File: src/rtl/turn_scheduler.sv
// ============================================================================
// Module   : turn_scheduler
// Purpose  : Shares one dice/movement datapath among 2..4 players, owns the
//            position registers and sequences IDLE -> MOVE -> DONE per turn.
// Options  : EXTRA_TURN_ON_SIX_EN - a valid six grants the same player a bonus roll.
// Revision : 1.0 - initial release
// ============================================================================
`default_nettype none

module turn_scheduler #(
  parameter int NUM_PLAYERS = 4,
  parameter int WIN_POS     = 100
) (
  input  logic       clk,
  input  logic       reset,
  input  logic       roll_req,
  input  logic [2:0] dice_value,
  output logic [6:0] mv_pos,
  output logic [2:0] mv_dice,
  input  logic [6:0] adj_pos,
  output logic [1:0] cur_player,
  output logic       busy,
  output logic       turn_done,
  output logic       win,
  output logic [1:0] winner,
  input  logic [1:0] rd_sel,
  output logic [6:0] rd_pos
);

  localparam logic [6:0] c_WIN_POS = 7'(WIN_POS);
  localparam logic [1:0] c_LAST    = 2'(NUM_PLAYERS - 1);

  typedef enum logic [1:0] {
    S_IDLE = 2'd0,
    S_MOVE = 2'd1,
    S_DONE = 2'd2,
    S_OVER = 2'd3
  } state_t;

  state_t     r_state;
  logic [6:0] r_pos [0:3];
  logic [1:0] r_cur;
  logic [1:0] r_winner;
  logic [2:0] r_dice;
  logic       r_busy;
  logic       r_done;
  logic       r_win;

  logic       w_dice_ok;
  logic       w_bonus;
  logic [1:0] w_next;

  assign w_dice_ok = (r_dice != 3'd0) && (r_dice != 3'd7);

`ifdef EXTRA_TURN_ON_SIX_EN
  // A six is always a valid value, so no separate validity term is needed.
  assign w_bonus = (r_dice == 3'd6);
`else
  assign w_bonus = 1'b0;
`endif

  assign w_next = w_bonus ? r_cur : ((r_cur == c_LAST) ? 2'd0 : r_cur + 2'd1);

  always_ff @(posedge clk) begin
    if (reset) begin
      for (int i = 0; i < 4; i++) r_pos[i] <= '0;
      r_state  <= S_IDLE;
      r_cur    <= '0;
      r_dice   <= '0;
      r_busy   <= 1'b0;
      r_done   <= 1'b0;
      r_win    <= 1'b0;
      r_winner <= '0;
    end else begin
      case (r_state)
        S_IDLE: begin
          if (roll_req) begin
            r_dice  <= dice_value;
            r_busy  <= 1'b1;
            r_state <= S_MOVE;
          end
        end
        S_MOVE: begin
          // Invalid dice and overshoot both consume the turn without moving.
          if (w_dice_ok && (adj_pos <= c_WIN_POS)) r_pos[r_cur] <= adj_pos;
          r_done  <= 1'b1;
          r_state <= S_DONE;
        end
        S_DONE: begin
          r_done <= 1'b0;
          r_busy <= 1'b0;
          if (r_pos[r_cur] == c_WIN_POS) begin
            r_win    <= 1'b1;
            r_winner <= r_cur;
            r_state  <= S_OVER;
          end else begin
            r_cur   <= w_next;
            r_state <= S_IDLE;
          end
        end
        default: begin
          r_state <= S_OVER;
        end
      endcase
    end
  end

  assign mv_pos     = r_pos[r_cur];
  assign mv_dice    = r_dice;
  assign cur_player = r_cur;
  assign busy       = r_busy;
  assign turn_done  = r_done;
  assign win        = r_win;
  assign winner     = r_winner;
  assign rd_pos     = (int'(rd_sel) < NUM_PLAYERS) ? r_pos[rd_sel] : 7'd0;

endmodule

`default_nettype wire

File: config.mk
export PLATFORM = sky130hd
export DESIGN_NAME = turn_scheduler
export DESIGN_NICKNAME = d
export VERILOG_FILES = /design/src/rtl/turn_scheduler.sv
export SDC_FILE = /design/constraint.sdc
export NUM_CORES = 1
export LEC_CHECK = 0
export CAP_MARGIN = 25
export CORE_MARGIN = 8
export CORE_UTILIZATION = 55
export CTS_CLUSTER_SIZE = 30
export DETAILED_ROUTE_END_ITERATION = 10
export GPL_TIMING_DRIVEN = 0
export PLACE_DENSITY_LB_ADDON = 0.08
export SETUP_SLACK_MARGIN = 0.15
export SLEW_MARGIN = 15
export SYNTH_ARGS = -nofsm -noshare
export SYNTH_HDL_FRONTEND = slang
export SYNTH_SLANG_ARGS = --single-unit
export TNS_END_PERCENT = 20
File: constraint.sdc
create_clock -name clk -period 7.85 [get_ports clk]
set_clock_uncertainty 0.15 [all_clocks]
set_input_delay 2.355 -clock clk [delete_from_list [all_inputs] [get_ports clk]]
set_output_delay 2.355 -clock clk [all_outputs]
set_load 0.05 [all_outputs]
* Yosys cells after proc, flatten, opt, wreduce, memory -nomap -nowiden
Memory sizes are Yosys's and may differ from the RTL's. A register that Yosys moved wholly into a read port is not among the register bits. Cells that the tools add are included.
Cells by class: reduce and logical (&&, ||, !) cells 11, eq/ne operators 6, bitwise gates (word level) 1, multiplexer cells 18, magnitude comparators 1, $add $sub $neg 1
Operators by type and width (count):
- $mux W2 | 6
- $mux W1 | 8
- $reduce_and A2 Y1 | 4
- $eq A7 B7 Y1 const B | 1
- $le A7 B7 Y1 const B | 1
- $mux W7 | 1
- $reduce_or A7 Y1 | 1
- $pmux W2 S3 | 1
- $eq A2 B2 Y1 const B | 2
- $pmux W1 S2 | 2
- $reduce_bool A2 Y1 | 2
- $ne A3 B3 Y1 const B | 1
- $reduce_bool A3 Y1 | 1
- $add A2 B1 Y2 const B | 1
- $eq A2 B1 Y1 const B | 1
- $logic_and A1 B1 Y1 | 2
- $logic_not A2 Y1 | 1
- $ne A2 B2 Y1 const B | 1
- $not A1 Y1 | 1
Word-level totals: bits in writable memories 28, word-level logic and storage cells 46, bits in registers 12, input bits 15, memories kept 1
Memory list:
- r_pos | depth 4, bits a word 7, read ports 2, clocked after Yosys merged registers in 1, wr ports 4, line 41 | logic [6:0] r_pos [0:3];

* Logic depth before layout (Yosys ltp)
Gate-level depths: netlist (run 1).
depth after elaboration 9, mapped depth 7

* Least setup slack after synthesis (run 1)
Ideal clock, no wire load.
kind input-to-output, start input port rd_sel[0], end output port rd_pos[0], stages on the path 2, data arrival time 3.446 ns, slack 1.899 ns, data required time 5.345 ns, cell sequence clkbuf_1 mux4_2
Between the ends: longest elaborated chain between the ends 1
RTL lines:
- start: declaration | line 26 | input logic [1:0] rd_sel,
- $mem_v2 Z4 W7
- end: declaration | line 27 | output logic [6:0] rd_pos
Every way passes these cells.

* Final worst setup path (run 1)
Same ends and word-level chain as after synthesis.

==> metrics.cfg, run 1 <==
[place]
dpl_cell_area_um2=2530
hpwl_mm=3.55
place.gp.congestion=0.861
port-buffer-count=36
placedCellCount=246

[global_route]
grt_antenna_before_repair=0
globalRoute.totalOverflow=0
grtUsageTotal=0.159
grt_first_pass_wirelength_mm=7.53
vias_in_the_first_global_route=1564
pin_count_of_the_biggest_net_entering_global_routing=13

[floorplan]
ios=39
fp.dieW_um=77.9
floorplan.initialDensity=0.576
die-height_um=77.9
coreArea_um2=3660
num_rows=22
dieArea_um2=6070

[yosys]
synth_enable_flop_cells=28
mapped_avg_cell_area_um2=13.1
mappedNetlistNets=181
sequential_element_share_of_the_synthesized_area=0.532
synthesis.yosys.warnings=0
synth-async-reset-ratio=0
synth.area.top_cells=edfxtp_1 (40%), dfxtp_1 (13%), mux4_2 (12%), mux4_1 (3.7%), ha_1 (3.0%)
postSynthCellCount=161
synth-seq-cells=42
synth_top_cell_by_area=edfxtp_1
synth.lib_cells_used.distinct=36
synthFlopType=edfxtp_1
synth.cell_area_um2=2110
post-synth-top-area-fraction=0.399

[clock_tree]
resize_count_post_cts=0
htreeDepth=2
cts_inserted_buffers=5
cts_setup_buffers=0
cts.root.buffer_cell=clkbuf_8
clk_pin_slew_ns=0.07
tritoncts=yes
clockBufferDepth=2
clk-insertion-delay-late_ns=0.30
postCtsHoldBufs=0
cts.sink_count=42

[worst_setup_path]
critical_path.startpoint_type=input port
cp-end-kind=primary output
critPathRequiredTime_ns=5.35
worst_r2r_path_depth=7
critical_path_class=input port to primary output
path_max_fanout=7
crit_arrival_ns=4.13

[sta]
min_period_ns=6.64
post-route-period-util=0.845
timing.final.max_slew_violations=0
timing.max_slew.rel_slack=0.394
report.final.hold_viol_count=0
rsz0062_at_grt=false
fmaxAchievable_ghz=0.151
setup_viol=0
setup_total_negative_slack_ns=0
worst_slew_pin_slew_ns=0.902

[outcome]
outcome=finished clean

[routing]
route.top_layer_used=met4
post-route-drc-count=0
route.antenna.remaining_nets=0
m1WireLength_mm=1.77
post_drt_wl_per_cell_um=18.5
via_per_inst=5.80
met2_wirelength_mm=2.34
drt_first_iter_violations=96
vias_after_detailed_routing=1478
met3_wirelength_um=530
routed_wirelength_mm=4.72
firstDrtPassIters=5

[worst_hold_path]
hold_path.class=flop to flop
holdPathStages=2

[cells_and_area]
core_util_final=0.716
finalInstanceArea_um2=2620
final_nets=226
antennaDiodeCount=0
stdcell_count=255
n_fill_cell=265
layout-area-overhead-vs-synth_pct=24.5
drive_gt1_frac=0.150

[run]
maxCapViolCount=0

[power]
p_leak_nw=0.932
cellPowerDensity_nw_per_um2=224
peakVddDrop_v=0.000135

==> sequential cells by signal, indices dropped and copies added, names as in the netlist, named ones only <==
register and flops:
r_pos 28, mv_dice 3, cur_player 2, r_state 2
winner 2, busy 1, turn_done 1, win 1
==> layer usage <==
layer  global-route usage  vias up
met5                    0        -
met4               0.0741        0
met3               0.0668       10
met2                0.257       66
met1                0.180      699
li1                     -      703
==> synthesized netlist by cell type (all sizes together) (2+ instances only) <==
cell	count
a211oi	2
a21oi	5
a311oi	2
and2	7
buf	3
clkbuf	6
dfxtp	14
edfxtp	28
ha	5
inv	11
mux2i	4
mux4	14
nand2	12
nand3	6
nor2	7
nor3	8
nor3b	7
nor4	8
o21ai	3
or3	2
==> kinds of logic after synthesis <==
kind of cell | after synthesis | synth area share
compound gates | 14 | 0.0517
fa+ha+maj | 5 | 0.0297
buf+inv | 21 | 0.0422
flops | 42 | 0.532
mux | 18 | 0.174
simple gates | 61 | 0.170
==> report_power, final <==
part | total, mW | switching [mW] | internal, mW
combinational | 0.190 | 0.117 | 0.0723
clock | 0.132 | 0.0693 | 0.0631
sequential | 0.266 | 0.0123 | 0.253
==> placed cells by master (no fill, tap or decap), drive strengths merged <==
cell type	count
a211oi	2
a21boi	1
a21oi	5
a311oi	2
and2	7
and4bb	1
buf	4
clkbuf	15
clkdlybuf4s50	36
clkinv	1
dfxtp	14
edfxtp	28
ha	5
inv	11
mux2i	4
mux4	14
nand2	12
nand2b	1
nand3	6
nor2	7
nor3	8
nor3b	7
nor4	8
o21ai	3
o31ai	1
or2	1
or3	2
or4	1
==> metrics by stage <==
stage | total power [mW] | hold slack, ns | worst slack, ns
final | 0.588 | 0.303 | 1.21
after global routing | 0.610 | 0.339 | 1.08
after CTS | 0.591 | 0.303 | 1.18
after detailed placement | 0.461 | 0.294 | 1.18
after global placement | 0.455 | 0.284 | 1.19
after floorplan | 0.402 | 0.391 | 1.90
==> layout make-up <==
type | count | area, µm² | share of cell area
tap | 48 | 60.1 | 0.0229
clock buffer | 8 | 80.1 | 0.0305
multi-input combinational | 98 | 902 | 0.344
timing repair buffer | 38 | 370 | 0.141
buffer | 9 | 43.8 | 0.0167
inverter | 12 | 45.0 | 0.0172
sequential | 42 | 1120 | 0.427
==> worst paths after layout <==
| kind | slack (ns) | endpoint | from |
|---|---|---|---|
| max | 1.21 | rd_pos[0] | rd_sel[0] |
| max reg2reg | 4.80 | r_pos[0][4] | r_state[1] |
| min | 0.30 | win | win |
| min reg2reg | 0.30 | win | win |
==> worst max-delay path, cell delays in order <==
cell and delay [ns]:
clkbuf_1 0.45, mux4_2 0.60, clkdlybuf4s50_1 0.72
No activity file was read; power rests on OpenSTA's default activity.
==> inputs of run 2 (changes only) <==
- CORE_UTILIZATION: 55 -> 47
- clock period: 7.85 -> 5.6 ns (I/O delays scaled with it)
==> run 2 against run 1 <==
Core utilization fell by 11 points; total power rose by 40%; largest cell class unchanged; via count fell by 0.68%; clock power rose by 41%; worst hold slack got worse by 0.0012 ns; critical path depth did not move; final cell count rose by 2.0%; non-clock buffer count rose by 1; wire length rose by 3.2%.
==> metrics.cfg, run 2 (same netlist as run 1, synthesis figures left out) <==
[place]
hpwl_mm=3.68  ; was 3.55 mm
dpl_cell_area_um2=2550  ; was 2530 µm²
placedCellCount=252  ; was 246
place.gp.congestion=0.818  ; was 0.861
port-buffer-count=36  ; unchanged

[power]
clockPowerShare=0.225  ; about the same
cellPowerDensity_nw_per_um2=314  ; was 224 nW/µm²
combinationalPowerShare=0.325  ; was 0.323
switchingPower_mw=0.280  ; was 0.199 mW
peakVddDrop_v=0.000185  ; was 0.000135 V
seq_power_share=0.451  ; was 0.452
power_report.internal_total_mw=0.545  ; was 0.389 mW
p_leak_nw=0.934  ; was 0.932 nW
fraction_of_power_spent_switching_nets=0.340  ; was 0.338

[clock_tree]
clk_pin_slew_ns=0.07  ; about the same
cts_inserted_buffers=5  ; unchanged
clk-insertion-delay-late_ns=0.29  ; was 0.30 ns
tritoncts=yes  ; unchanged
resize_count_post_cts=0  ; unchanged
clockBufferDepth=2  ; unchanged
htreeDepth=2  ; unchanged
postCtsHoldBufs=0  ; unchanged
cts_setup_buffers=0  ; unchanged
cts.root.buffer_cell=clkbuf_8  ; unchanged
cts.sink_count=42  ; unchanged

[cells_and_area]
drive_gt1_frac=0.149  ; was 0.150
largest_register_ff_count=28  ; unchanged
top_register=r_pos  ; unchanged
multi_input_logic_area_um2=897  ; was 902 µm²
n_fill_cell=359  ; was 265
stdcell_count=260  ; was 255
final_nets=227  ; was 226
layout.cells.most_common=clkdlybuf4s50_1  ; unchanged
mostFrequentLayoutCells=clkdlybuf4s50_1 (36), edfxtp_1 (28), dfxtp_1 (14)  ; unchanged
layout-area-overhead-vs-synth_pct=24.7  ; was 24.5%
finalInstanceArea_um2=2630  ; was 2620 µm²
sequential_cell_area_um2=1120  ; unchanged
antennaDiodeCount=0  ; unchanged

[floorplan]
die-height_um=83.0  ; was 77.9 µm
fp.dieW_um=83.0  ; was 77.9 µm
coreArea_um2=4320  ; was 3660 µm²
num_rows=24  ; was 22
floorplan.initialDensity=0.487  ; was 0.576
ios=39  ; unchanged
dieArea_um2=6880  ; was 6070 µm²

[sta]
post-route-period-util=0.948
timing.max_slew.rel_slack=0.484  ; was 0.394
min_period_ns=5.31
report.final.hold_viol_count=0  ; unchanged
setup_total_negative_slack_ns=0  ; unchanged
rsz0062_at_grt=false  ; unchanged
setup_viol=0  ; unchanged
final.hold.worst_slack_ns=0.302  ; was 0.303 ns
worst_slew_pin_slew_ns=0.769  ; was 0.902 ns
fmaxAchievable_ghz=0.188
timing.final.max_slew_violations=0  ; unchanged

[worst_setup_path]
path_max_fanout=7  ; unchanged
critical_path_class=input port to primary output  ; unchanged
crit_arrival_ns=3.48  ; was 4.13 ns
cp-end-kind=primary output  ; unchanged
critical_path.startpoint_type=input port  ; unchanged
critPathRequiredTime_ns=3.77  ; was 5.35 ns

[outcome]
outcome=finished clean  ; unchanged

[routing]
drt_first_iter_violations=74  ; was 96
routed_wirelength_mm=4.87  ; was 4.72 mm
via_per_inst=5.65  ; was 5.80
post_drt_wl_per_cell_um=18.7  ; was 18.5 µm
firstDrtPassIters=6  ; was 5
vias_after_detailed_routing=1468  ; was 1478
route.antenna.remaining_nets=0  ; unchanged
post-route-drc-count=0  ; unchanged

[global_route]
pin_count_of_the_biggest_net_entering_global_routing=13  ; unchanged
grtUsageTotal=0.143  ; was 0.159
vias_in_the_first_global_route=1548  ; was 1564
globalRoute.totalOverflow=0  ; unchanged
grt_antenna_before_repair=0  ; unchanged
grt_first_pass_wirelength_mm=7.86  ; was 7.53 mm

[run]
maxCapViolCount=0  ; unchanged

[worst_hold_path]
hold_path.class=flop to flop  ; unchanged

run 2: cell types whose count changed in the layout (fill, tap and decap cells not counted):
cell,change
o31ai_1,+1
o31ai_2,-1
buf_2,+2
clkbuf_2,-1
run 2: worst max-delay path, stage by stage:
cell             delay (ns)
clkbuf_1               0.46
mux4_2                 0.61
clkdlybuf4s50_1        0.72
run 2: through the flow:
stage | power, mW | utilization | setup WS [ns]
4_1_cts | 0.829 | 0.608 | 0.250
2_1_floorplan | 0.564 | - | 0.999
5_1_grt | 0.862 | 0.608 | 0.194
3_5_place_dp | 0.648 | 0.589 | 0.256
6_report | 0.825 | 0.608 | 0.293
3_3_place_gp | 0.640 | 0.586 | 0.278
run 2: final timing paths:
kind                 endpoint        from  depth (start not counted)  slack (ns)
hold / removal            win         win                          2        0.30
hold reg to reg           win         win                          2        0.30
setup / recovery    rd_pos[0]   rd_sel[0]                          3        0.29
setup reg to reg  r_pos[0][4]  r_state[1]                          8        2.53
run 2: layer usage:
metal  global-route usage  vias to the layer above  part of all wire  wire, µm
met5                    0                        -                 0         0
met4               0.0527                        0             0.013        63
met3               0.0596                        6             0.078       381
met2                0.240                       51              0.50      2440
met1                0.159                      704              0.41      1990
li1                     -                      707                 -         -
run 2: final cells by class:
| cell class | count | area share |
|---|---|---|
| flip-flops and latches | 42 | 0.427 |
| well taps | 52 | 0.0248 |
| repair buffers | 39 | 0.143 |
| plain buffers | 9 | 0.0167 |
| multi-input cells | 98 | 0.341 |
| inverters | 12 | 0.0171 |
| clock buffers | 8 | 0.0305 |
run 2: power groups by stage:
| stage | clock network [mW] | registers, mW | logic [mW] |
|---|---|---|---|
| final | 0.186 | 0.372 | 0.268 |
| after global placement | 0 | 0.377 | 0.263 |
| after CTS | 0.187 | 0.372 | 0.270 |
| after global routing | 0.200 | 0.376 | 0.286 |
| after floorplan | 0 | 0.405 | 0.160 |
| after detailed placement | 0 | 0.379 | 0.270 |
==> inputs of run 3 (changes only) <==
- CORE_MARGIN: 8 -> 4
==> run 3 against run 2 <==
Clock-buffer cell count fell by 1; critical path depth is the same; clock power is 8% higher; combinational power about the same; via count grew 1.6%; flip-flop and latch count unchanged; final cell count shrank 0.38%; fmax barely moved; global-route usage grew 4.7 points; core utilization decreased by 0.16 points; die area down 18%; setup slack got worse by 0.0028 ns.
==> metrics.cfg, run 3 (same netlist as run 1, synthesis figures left out) <==
[outcome]
outcome=finished clean  ; unchanged

[routing]
route.antenna.remaining_nets=0  ; unchanged
routed_wirelength_mm=4.82  ; was 4.87 mm
firstDrtPassIters=4  ; was 6
drt_first_iter_violations=84  ; was 74
post_drt_wl_per_cell_um=18.6  ; was 18.7 µm
post-route-drc-count=0  ; unchanged
via_per_inst=5.76  ; was 5.65
vias_after_detailed_routing=1492  ; was 1468

[cells_and_area]
mostFrequentLayoutCells=clkdlybuf4s50_1 (36), edfxtp_1 (28), dfxtp_1 (14)  ; unchanged
multi_input_logic_area_um2=902  ; was 897 µm²
largest_register_ff_count=28  ; unchanged
final_nets=226  ; was 227
top_register=r_pos  ; unchanged
n_fill_cell=348  ; was 359
finalInstanceArea_um2=2640  ; was 2630 µm²
antennaDiodeCount=0  ; unchanged
drive_gt1_frac=0.159  ; was 0.149
core_util_final=0.606  ; was 0.608
stdcell_count=259  ; was 260
layout-area-overhead-vs-synth_pct=25.2  ; was 24.7%
sequential_cell_area_um2=1120  ; unchanged
layout.cells.most_common=clkdlybuf4s50_1  ; unchanged

[power]
peakVddDrop_v=0.000173  ; was 0.000185 V
combinationalPowerShare=0.317  ; was 0.325
cellPowerDensity_nw_per_um2=318  ; was 314 nW/µm²
p_leak_nw=0.940  ; was 0.934 nW
clockPowerShare=0.239  ; was 0.225
seq_power_share=0.444  ; was 0.451
switchingPower_mw=0.282  ; was 0.280 mW
fraction_of_power_spent_switching_nets=0.337  ; was 0.340
power_report.internal_total_mw=0.556  ; was 0.545 mW

[sta]
report.final.hold_viol_count=0  ; unchanged
worst_slew_pin_slew_ns=0.842  ; was 0.769 ns
timing.final.max_slew_violations=0  ; unchanged
fmaxAchievable_ghz=0.188  ; about the same
timing.max_slew.rel_slack=0.435  ; was 0.484
rsz0062_at_grt=false  ; unchanged
setup_viol=0  ; unchanged
post-route-period-util=0.948  ; about the same
setup_total_negative_slack_ns=0  ; unchanged
min_period_ns=5.31  ; about the same

[floorplan]
floorplan.initialDensity=0.484  ; was 0.487
fp.dieW_um=75.0  ; was 83.0 µm
coreArea_um2=4350  ; was 4320 µm²
num_rows=24  ; unchanged
ios=39  ; unchanged
die-height_um=75.0  ; was 83.0 µm
dieArea_um2=5620  ; was 6880 µm²

[worst_setup_path]
cpMaxStageDelayCell=clkdlybuf4s50_1  ; unchanged
critical_path_class=input port to primary output  ; unchanged
critical_path.startpoint_type=input port  ; unchanged
cp-end-kind=primary output  ; unchanged
endpoint=rd_pos[0]  ; unchanged
source_of_the_critical_timing_path=rd_sel[0]  ; unchanged
reg2reg_from=r_state[1]  ; unchanged
critPathRequiredTime_ns=3.77  ; about the same
critical_path.reg2reg.endpoint=r_pos[0][6]  ; was r_pos[0][4]
path_max_fanout=7  ; unchanged
critPathMaxStageDelay_ns=0.72  ; about the same
crit_arrival_ns=3.48  ; about the same
worst_r2r_path_depth=7  ; was 8
critical_path.cell_chain=clkbuf_1 -> mux4_2 -> clkdlybuf4s50_1  ; unchanged
reg2reg_slack_ns=2.59  ; was 2.53 ns

[global_route]
pin_count_of_the_biggest_net_entering_global_routing=13  ; unchanged
globalRoute.totalOverflow=0  ; unchanged
grt_first_pass_wirelength_mm=7.75  ; was 7.86 mm
grt_antenna_before_repair=0  ; unchanged
grtUsageTotal=0.191  ; was 0.143
vias_in_the_first_global_route=1534  ; was 1548

[clock_tree]
cts_inserted_buffers=5  ; unchanged
cts.sink_count=42  ; unchanged
clk-insertion-delay-late_ns=0.29  ; about the same
cts.root.buffer_cell=clkbuf_8  ; unchanged
postCtsHoldBufs=0  ; unchanged
tritoncts=yes  ; unchanged
htreeDepth=2  ; unchanged
clockBufferDepth=2  ; unchanged
clk_pin_slew_ns=0.08  ; was 0.07 ns
cts_setup_buffers=0  ; unchanged
resize_count_post_cts=0  ; unchanged

[run]
maxCapViolCount=0  ; unchanged

[place]
dpl_cell_area_um2=2540  ; was 2550 µm²
place.gp.congestion=0.799  ; was 0.818
port-buffer-count=36  ; unchanged
hpwl_mm=3.55  ; was 3.68 mm
placedCellCount=250  ; was 252

[worst_hold_path]
hold_path.class=flop to flop  ; unchanged

run 3: worst min-delay path by stage:
stage                    start    endpoint  slack (ns)  cells past startpoint
floorplan           r_state[0]  r_state[0]        0.39                      2
global placement           win         win        0.28                      2
detailed placement         win         win        0.29                      2
CTS                        win         win        0.31                      2
global route               win         win        0.34                      2
finish                     win         win        0.31                      2
run 3: per-layer routing:
metal  GRT usage  routed length (µm)  part of all wire
met1       0.243                2000              0.42
met2       0.325                2400              0.50
met3      0.0454                 355             0.074
met4      0.0553                  54             0.011
met5           0                   0                 0
run 3: final cells by class:
type / count / share of cell area
clock buffer: 7 / 0.0327
timing repair buffer: 38 / 0.140
sequential: 42 / 0.425
multi-input combinational: 98 / 0.342
clock inverter: 1 / 0.00190
buffer: 9 / 0.0166
tap: 52 / 0.0247
inverter: 12 / 0.0171
run 3: power by group through the flow:
stage               clock network, mW  logic, mW  registers, mW
CTS                             0.203      0.268          0.372
global placement                    0      0.262          0.377
floorplan                           0      0.160          0.405
detailed placement                  0      0.267          0.379
finish                          0.201      0.265          0.372
global route                    0.215      0.285          0.375
run 3: per-stage QoR:
stage               worst slack, ns  hold slack, ns  power, mW
floorplan                     0.999           0.391      0.564
global route                  0.177           0.336      0.875
CTS                           0.255           0.310      0.843
global placement              0.280           0.285      0.639
finish                        0.291           0.305      0.838
detailed placement            0.261           0.294      0.646
run 3: worst max-delay path, delay by kind of cell:
kind                   cells  cell delay [ns]
muxes                      1             0.60
buffers and inverters      2             1.19
